===== src/rtl/divisor_pkg.sv =====
// Shared definitions for the sequential restoring divider (divisor_sequencial).
package divisor_pkg;

  localparam int N_DEF = 16;

  typedef enum logic [1:0] {
    S_IDLE = 2'd0,
    S_CALC = 2'd1,
    S_FIM  = 2'd2
  } state_t;

  // Iteration counter width; never narrower than one bit so tiny N still elaborates.
  function automatic int cnt_width(input int n);
    return (n > 1) ? $clog2(n) : 1;
  endfunction

  localparam int KW_DEF = cnt_width(N_DEF);

endpackage


===== src/rtl/divisor_passo.sv =====
// One combinational shift-subtract-restore step of the unsigned restoring divider.
module divisor_passo
  import divisor_pkg::*;
#(
  parameter int N = N_DEF
) (
  input  logic [N:0]   A,
  input  logic [N-1:0] Q,
  input  logic [N-1:0] M,
  output logic [N:0]   A_new,
  output logic [N-1:0] Q_new
);

  logic [N:0] aShift;
  logic [N:0] trial;

  // A stays below M between steps, so its top bit is always zero and can be dropped by the shift.
  assign aShift = {A[N-1:0], Q[N-1]};
  assign trial  = aShift - {1'b0, M};

  always_comb begin
    A_new = aShift;
    Q_new = {Q[N-2:0], 1'b0};
    if (!trial[N]) begin
      A_new = trial;
      Q_new = {Q[N-2:0], 1'b1};
    end
  end

endmodule


===== src/rtl/divisor_sequencial.sv =====
// Sequential restoring unsigned divider with St/Idle/Done handshake, one quotient bit per clock.
// Optional divide-by-zero shortcut enabled by defining DIVISOR_DIVZERO_DETECT_EN.
module divisor_sequencial
  import divisor_pkg::*;
#(
  parameter int N = N_DEF
) (
  input  logic         Clk,
  input  logic         rst,
  input  logic [N-1:0] Dividendo,
  input  logic [N-1:0] Divisor,
  input  logic         St,
  output logic [N-1:0] Quociente,
  output logic [N-1:0] Resto,
  output logic         Idle,
  output logic         Done,
  output logic         DivZero
);

  localparam int KW = cnt_width(N);
  localparam logic [KW-1:0] K_MAX = KW'(N - 1);

  state_t        state_q;
  logic [N:0]    a_q;
  logic [N-1:0]  q_q;
  logic [N-1:0]  m_q;
  logic [KW-1:0] k_q;
  logic [N-1:0]  quoc_q;
  logic [N-1:0]  resto_q;
  logic          done_q;
  logic [N:0]    a_d;
  logic [N-1:0]  q_d;
  logic          kLast;

  divisor_passo #(.N(N)) u_passo (
    .A    (a_q),
    .Q    (q_q),
    .M    (m_q),
    .A_new(a_d),
    .Q_new(q_d)
  );

  assign kLast = (k_q == K_MAX);

`ifdef DIVISOR_DIVZERO_DETECT_EN
  logic divzero_q;
  assign DivZero = divzero_q;
`else
  assign DivZero = 1'b0;
`endif

  always_ff @(posedge Clk) begin
    if (rst) begin
      state_q <= S_IDLE;
      a_q     <= '0;
      q_q     <= '0;
      m_q     <= '0;
      k_q     <= '0;
      quoc_q  <= '0;
      resto_q <= '0;
      done_q  <= 1'b0;
`ifdef DIVISOR_DIVZERO_DETECT_EN
      divzero_q <= 1'b0;
`endif
    end else begin
      case (state_q)
        S_IDLE: begin
          done_q <= 1'b0;
          if (St) begin
`ifdef DIVISOR_DIVZERO_DETECT_EN
            // Zero divisor bypasses the iterations and publishes the same values the loop would produce.
            if (Divisor == '0) begin
              quoc_q    <= '1;
              resto_q   <= Dividendo;
              divzero_q <= 1'b1;
              done_q    <= 1'b1;
              state_q   <= S_FIM;
            end else begin
              m_q     <= Divisor;
              q_q     <= Dividendo;
              a_q     <= '0;
              k_q     <= '0;
              state_q <= S_CALC;
            end
`else
            m_q     <= Divisor;
            q_q     <= Dividendo;
            a_q     <= '0;
            k_q     <= '0;
            state_q <= S_CALC;
`endif
          end
        end
        S_CALC: begin
          a_q <= a_d;
          q_q <= q_d;
          k_q <= k_q + KW'(1);
          if (kLast) begin
            quoc_q  <= q_d;
            resto_q <= a_d[N-1:0];
            done_q  <= 1'b1;
`ifdef DIVISOR_DIVZERO_DETECT_EN
            divzero_q <= 1'b0;
`endif
            state_q <= S_FIM;
          end
        end
        S_FIM: begin
          done_q  <= 1'b0;
          state_q <= S_IDLE;
        end
        default: begin
          done_q  <= 1'b0;
          state_q <= S_IDLE;
        end
      endcase
    end
  end

  assign Idle      = (state_q == S_IDLE);
  assign Done      = done_q;
  assign Quociente = quoc_q;
  assign Resto     = resto_q;

endmodule


===== config.mk =====
export PLATFORM = sky130hd
export DESIGN_NAME = divisor_sequencial
export DESIGN_NICKNAME = d
export VERILOG_FILES = /design/src/rtl/divisor_pkg.sv /design/src/rtl/divisor_passo.sv /design/src/rtl/divisor_sequencial.sv
export SDC_FILE = /design/constraint.sdc
export NUM_CORES = 1
export LEC_CHECK = 0
export CORE_MARGIN = 2
export CORE_UTILIZATION = 40
export CTS_CLUSTER_SIZE = 10
export DETAILED_ROUTE_END_ITERATION = 7
export PLACE_DENSITY = 0.7
export SYNTH_ARGS = -nofsm -noshare
export SYNTH_HDL_FRONTEND = slang
export SYNTH_HIERARCHICAL = 1
export SYNTH_SLANG_ARGS = --single-unit

===== constraint.sdc =====
create_clock -name Clk -period 5.55 [get_ports Clk]
set_clock_uncertainty 0.2 [all_clocks]
set_input_delay 1.665 -clock Clk [delete_from_list [all_inputs] [get_ports Clk]]
set_output_delay 1.665 -clock Clk [all_outputs]
set_load 0.05 [all_outputs]

==> results of run 1 <==
## power groups by stage
stage / clock network, W / logic [W] / registers, W
floorplan: 0 / 0.00123 / 0.000731
global placement: 0 / 0.00148 / 0.000748
detailed placement: 0 / 0.00150 / 0.000749
CTS: 0.000630 / 0.00151 / 0.000736
global route: 0.000662 / 0.00168 / 0.000744
finish: 0.000618 / 0.00152 / 0.000736
## flip-flops by register name (all words and copies together) (netlist names)
| register | count |
|---|---|
| a_q | 16 |
| state_q | 2 |
| Done | 1 |
| k_q | 4 |
| Resto | 16 |
| q_q | 16 |
| Quociente | 16 |
| m_q | 16 |
## worst min-delay path, delay by kind of cell, from the launching register on
family	cells	cell delay, ns
flops	1	0.31
compound gates	1	0.05
buf+inv	1	0.04
## cell usage in the layout, fill, tap and decap left out, drive strengths merged, types with 5 or more instances in the layout
cell,n
buf,7
a21oi,66
clkbuf,9
nand3,6
mux2,8
nor2b,5
a22o,17
a311oi,16
inv,56
xnor2,5
clkdlybuf4s50,67
nand2,79
nor2,25
ha,18
nor3,5
o21ai,38
dfxtp,87
or3,32
## per-stage QoR
| stage | area [um2] | total power [W] | util (%) | hold slack, ns | std cells |
|---|---|---|---|---|---|
| 5_1_grt | 5510 | 0.00309 | 48.5 | 0.281 | 748 |
| 6_report | 5510 | 0.00287 | 48.5 | 0.249 | 748 |
| 3_5_place_dp | 5210 | 0.00225 | 45.8 | 0.243 | 732 |
| 4_1_cts | 5510 | 0.00288 | 48.5 | 0.255 | 748 |
| 2_1_floorplan | 4630 | 0.00196 | - | 0.236 | 571 |
| 3_3_place_gp | 5210 | 0.00223 | 45.8 | 0.234 | 732 |
## routing by layer
metal | global-route usage (%) | wire length [um] | part of all wire [%]
met1 | 22.9 | 4980 | 48
met2 | 27.8 | 5080 | 48
met3 | 1.85 | 302 | 2.9
met4 | 6.17 | 115 | 1.1
met5 | 0 | 0 | 0
## how the worst max path moves through the flow
stage               cells after the start    start         to  slack [ns]
global placement                       14   m_q[2]  Resto[10]        1.45
global route                           14   m_q[9]  Resto[14]        0.93
detailed placement                     15  q_q[15]  Resto[10]        1.33
floorplan                              15   m_q[2]  Resto[10]        2.03
finish                                 15  q_q[15]  Resto[10]        1.27
CTS                                    15  q_q[15]  Resto[10]        1.27
## final cells by class
class	count	area [um2]
inverter	54	203
clock buffer	9	225
multi-input combinational	374	2360
fill	1145	5860
sequential	87	1740
clock inverter	7	78.8
tap	143	179
timing repair buffer	74	721
==> flow_summary.toml, run 1 <==
[run_status]
outcome = "completed"

[power]
switching_power_w = 0.00117
p_leak_nw = 2.11
clkPwrFrac_pct = 21.5
p_seq_share_pct = 25.6
netSwitchingFraction_pct = 40.8
p_per_area_nw_per_um2 = 521
irDropWorstVdd_v = 0.000294
p_int_w = 0.00170
power.share.combinational_pct = 52.9

[clock_tree]
cts_root_buf = "clkbuf_16"
post_cts_buffers = 0
cts_buffers = 9
cts.sinks = 87
cts_tree = "done"
post_cts_resized = 0
clk_pin_slew_worst_paths_ns = 0.07
cts.path.max_buffers = 2
htreeDepth = 3
hold_buffers = 0
clk_latency_ns = 0.33

[grt]
grt_max_degree = 60
grt_pass1_wl_um = 17700
grt_antenna_before_repair = 0
first_global_vias = 3744
overflow = 0
track_usage_pct = 16.8

[worst_hold_path]
hold_path_class = "reg2reg"
min_to = "Done"
worstHoldStart = "Done"
holdPathStages = 2

[sta]
fin_tns_setup_ns = 0
fmax_ghz = 0.234
setup_viol = 0
worst_pin_slew_ns = 0.936
timing.final.crit_share_pct = 77.1
worst_slack_ns = 1.27
rsz0062_at_grt = "no"
drv_slew = 0
slew-limit-headroom_pct = 37.3
min_period_ns = 4.28
finalHoldViolations = 0

[setup_path]
worstReg2RegStart = "q_q[15]"
cp.buffers_inverters = 3
ff2ff_setup_slack_ns = 1.27
crit_chain = "inv_1 > ha_1 > fa_1 > nor2b_1 > o21bai_1 > a21oi_2 > o41a_4 > nand4_1 > nand2_1 > ha_1 > clkinv_1 > o31ai_1 > inv_1 > or3_1 > a21oi_1"
timing.rr.end = "Resto[10]"
worst_path_largest_cell_delay_ns = 0.61
required_ns = 5.61
slowest_stage = "ha_1"
end_kind = "flop"
crit_fanout = 20
startpoint_type = "flop"
critPathTopFamily = "adder cells"
cp.arrival_ns = 4.33
crit_type = "reg2reg"
worst-r2r-cell-count = 15

[finish]
syn_to_final_growth_pct = 19.0
antenna_cells = 0
finalNetCount = 654
drive_above_1_share_pct = 8.10

[floorplanning]
design.core.area_um2 = 11400
io_pins = 70
start_util_pct = 40.7
die_h_um = 112
die_w_um = 112
dieArea_um2 = 12500
num_rows = 39

[drt]
finalWirelength_um = 10500
via_per_inst = 5.19
post_drt_wl_per_cell_um = 14.0
drc = 0
vias = 3879
drt-initial-drc-count = 169
ant_nets = 0
first_pass_iters = 4

[placed_design]
gp_congestion = 0.885
io_buffers = 68
post-place-ws_ns = 1.33
dp_hpwl_um = 7280

[synthesis]
synth_nets = 625
syn_area_um2 = 4630
syn_avg_cell_area_um2 = 8.11
yosysWarnings = 6
synth_cells = 571

[run]
drv_cap = 0
Power figures use the tool's default switching activity.
==> run 2: changes to the inputs <==
==> constraint.sdc (replaced) <==
create_clock -name Clk -period 4.5 [get_ports Clk]
set_clock_uncertainty 0.2 [all_clocks]
set_input_delay 1.35 -clock Clk [delete_from_list [all_inputs] [get_ports Clk]]
set_output_delay 1.35 -clock Clk [all_outputs]
set_load 0.05 [all_outputs]
==> flow_summary.toml, run 2 (synthesized netlist as in run 1, its figures left out) <==
[setup_path]
worstReg2RegStart = "m_q[9]"
crit_fanout = 8
cp.arrival_ns = 3.81
ff2ff_setup_slack_ns = 0.76
startpoint_type = "flop"
crit_type = "reg2reg"
required_ns = 4.57
end_kind = "flop"
crit_start = "m_q[9]"

[sta]
rsz0062_at_grt = "no"
setup_viol = 0
min_period_ns = 3.74
fin_tns_setup_ns = 0
worst_pin_slew_ns = 1.07
finalHoldViolations = 0
fmax_ghz = 0.267
timing.final.crit_share_pct = 83.2
drv_slew = 0
slew-limit-headroom_pct = 28.6

[clock_tree]
cts_root_buf = "clkbuf_16"
cts.sinks = 87
hold_buffers = 0
clk_latency_ns = 0.34
cts_buffers = 9
clk_pin_slew_worst_paths_ns = 0.07
post_cts_resized = 0
htreeDepth = 3
post_cts_buffers = 0
cts_tree = "done"
cts.path.max_buffers = 2

[finish]
antenna_cells = 0
multi_input_area_um2 = 2360
drive_above_1_share_pct = 8.24
final_common_cell = "dfxtp_1"
syn_to_final_growth_pct = 19.7
finalNetCount = 656
seq_area_um2 = 1740
layout_common_cells = "87 x dfxtp_1, 79 x nand2_1, 67 x clkdlybuf4s50_1"
fillers = 1109
final_cells = 750

[run_status]
outcome = "completed"

[worst_hold_path]
worstHoldStart = "Done"
hold_path_class = "reg2reg"

[grt]
grt_pass1_wl_um = 18800
grt_max_degree = 74
grt_antenna_before_repair = 0
first_global_vias = 3886
overflow = 0
track_usage_pct = 18.2

[placed_design]
io_buffers = 68
place_inst = 734
gp_congestion = 0.871
dp_hpwl_um = 7560

[floorplanning]
dieArea_um2 = 12500
die_w_um = 112
die_h_um = 112
design.core.area_um2 = 11400
num_rows = 39
io_pins = 70
start_util_pct = 40.7

[drt]
ant_nets = 0
finalWirelength_um = 10900
drt-initial-drc-count = 152
drc = 0
first_pass_iters = 4
via_per_inst = 5.29
vias = 3971
post_drt_wl_per_cell_um = 14.6

[power]
p_per_area_nw_per_um2 = 655
p_leak_nw = 2.13
irDropWorstVdd_v = 0.000460

[run]
drv_cap = 0
[run 2: area by class of cell]
type | count | area share, %
inverters | 54 | 3.66
clock inverters | 6 | 1.65
repair buffers | 76 | 13.3
multi-input cells | 374 | 42.7
flip-flops and latches | 87 | 31.4
well taps | 143 | 3.23
clock buffers | 10 | 4.13
[run 2: report_power, final]
part           switching [W]  internal (W)
sequential         0.0000676      0.000846
clock               0.000315      0.000491
combinational        0.00107      0.000835
[run 2: layer usage]
metal / part of all wire (%) / routed length, um / GRT usage (%)
met1: 46 / 5080 / 23.6
met2: 49 / 5320 / 30.5
met3: 3.1 / 339 / 2.29
met4: 1.8 / 193 / 8.23
met5: 0 / 0 / 0
[run 2: final timing paths]
path,endpoint,cells after the start
min reg2reg,Done,2
max reg2reg,Resto[10],14
min,Done,2
max,Resto[10],14
[run 2: worst max-delay path, stage by stage (launching register included)]
cell,delay (ns)
dfxtp_1,0.32
inv_1,0.04
ha_1,0.34
a21o_1,0.20
a21o_1,0.18
a21oi_1,0.28
o21ai_0,0.17
a21oi_1,0.18
nand2_1,0.07
ha_1,0.42
clkinv_1,0.29
o31ai_1,0.40
inv_1,0.07
or3_1,0.37
a21oi_1,0.14
[run 2: through the flow]
step	hold WS [ns]	setup WS, ns	cell area (um2)	total power (W)	utilization, %
floorplan	0.236	0.985	4630	0.00242	-
global placement	0.234	0.987	5220	0.00281	45.9
detailed placement	0.241	0.838	5220	0.00282	45.9
CTS	0.255	0.792	5540	0.00365	48.8
global route	0.274	0.504	5540	0.00391	48.8
finish	0.252	0.756	5540	0.00363	48.8
==> run 3: changes to the inputs <==
==> constraint.sdc (replaced) <==
create_clock -name Clk -period 3.5 [get_ports Clk]
set_clock_uncertainty 0.2 [all_clocks]
set_input_delay 1.05 -clock Clk [delete_from_list [all_inputs] [get_ports Clk]]
set_output_delay 1.05 -clock Clk [all_outputs]
set_load 0.05 [all_outputs]
==> flow_summary.toml, run 3 (synthesized netlist as in run 1, its figures left out) <==
[sta]
setup_viol = 0
fmax_ghz = 0.296
worst_pin_slew_ns = 0.572
fin_tns_setup_ns = 0
finalHoldViolations = 0
drv_slew = 0
min_period_ns = 3.38
slew-limit-headroom_pct = 61.9
timing.final.crit_share_pct = 96.5

[finish]
post-route-util_pct = 50.6
antenna_cells = 0
syn_to_final_growth_pct = 24.1
final_common_cell = "dfxtp_1"
drive_above_1_share_pct = 13.3
fillers = 1068
finalNetCount = 671
final_cells = 765
layout_common_cells = "83 x dfxtp_1, 78 x nand2_1, 67 x clkdlybuf4s50_1"
fin_area_um2 = 5750

[clock_tree]
cts.sinks = 87
htreeDepth = 3
cts_buffers = 9
clk_latency_ns = 0.34
cts_root_buf = "clkbuf_16"
clk_pin_slew_worst_paths_ns = 0.06
cts.path.max_buffers = 2
cts_tree = "done"

[floorplanning]
io_pins = 70
die_h_um = 112
start_util_pct = 40.7
dieArea_um2 = 12500
design.core.area_um2 = 11400
die_w_um = 112
num_rows = 39

[setup_path]
crit_start = "q_q[15]"
required_ns = 3.58
crit_type = "reg2reg"
startpoint_type = "flop"
crit_fanout = 11
worstReg2RegStart = "q_q[15]"
ff2ff_setup_slack_ns = 0.12
timing.rr.end = "Resto[12]"
end_kind = "flop"
worst-r2r-cell-count = 17
cp.arrival_ns = 3.46

[placed_design]
gp_congestion = 0.953
place_inst = 746
io_buffers = 68
place_area_um2 = 5310
dp_hpwl_um = 7730

[grt]
overflow = 0
grt_pass1_wl_um = 18800
grt_max_degree = 42
first_global_vias = 4070
grt_antenna_before_repair = 0
track_usage_pct = 18.0

[power]
p_leak_nw = 2.21
p_per_area_nw_per_um2 = 867
irDropWorstVdd_v = 0.000483
power_w = 0.00498

[drt]
drt-initial-drc-count = 233
via_per_inst = 5.36
drc = 0
post_drt_wl_per_cell_um = 14.5
vias = 4099
ant_nets = 0
first_pass_iters = 4
finalWirelength_um = 11100

[worst_hold_path]
holdPathStages = 2
worstHoldStart = "Done"
hold_path_class = "reg2reg"
min_to = "Done"

[run_status]
outcome = "completed"

[run]
drv_cap = 0
## run 3: cell type report
class	instances	area (um2)	share of cell area, %
inverter	54	203	3.53
clock buffer	11	243	4.22
multi-input combinational	374	2460	42.8
clock inverter	5	66.3	1.15
tap	143	179	3.11
timing repair buffer	91	848	14.8
sequential	87	1750	30.4
## run 3: metal layers
| metal | track usage, % | routed length (um) |
|---|---|---|
| met1 | 23.0 | 5130 |
| met2 | 30.1 | 5470 |
| met3 | 2.50 | 349 |
| met4 | 8.40 | 156 |
| met5 | 0 | 0 |
## run 3: worst max-delay path by stage
stage / to / slack, ns / cells after the start
after floorplan: Resto[12] / 0.1 / 17
after global placement: Resto[12] / 0.17 / 17
after detailed placement: Resto[12] / 0.11 / 17
after CTS: Resto[12] / 0.08 / 17
after global routing: Resto[12] / -0.02 / 17
final: Resto[12] / 0.12 / 17
## run 3: per-stage QoR
stage	hold slack (ns)	worst slack (ns)
after detailed placement	0.248	0.108
final	0.253	0.122
after CTS	0.257	0.0793
after global routing	0.278	-0.0184
after global placement	0.239	0.169
after floorplan	0.236	0.0996
## run 3: worst max-delay path, cell delays in order (launching register included)
cell and delay, ns:
dfxtp_2 0.33, inv_2 0.06, ha_4 0.13, fa_2 0.21
nor2b_2 0.05, o21bai_1 0.17, a21oi_2 0.09, o41a_4 0.45
nand4_1 0.12, nand2_2 0.08, ha_4 0.30, buf_4 0.21
nand3_1 0.09, mux2i_1 0.16, a211o_1 0.15, inv_1 0.04
or3_1 0.35, a21oi_2 0.13
## run 3: power by group
| group | switching [W] | internal [W] | leakage [nW] |
|---|---|---|---|
| registers | 0.0000889 | 0.00109 | 0.710 |
| logic | 0.00151 | 0.00131 | 1.35 |
| clock network | 0.000408 | 0.000580 | 0.148 |
## run 3: timing repair
item	CTS	global route
resized for setup	0	20
buffers inserted	0	3
setup endpoints to repair	0	7
hold endpoints to repair	0	0
hold buffers	0	0
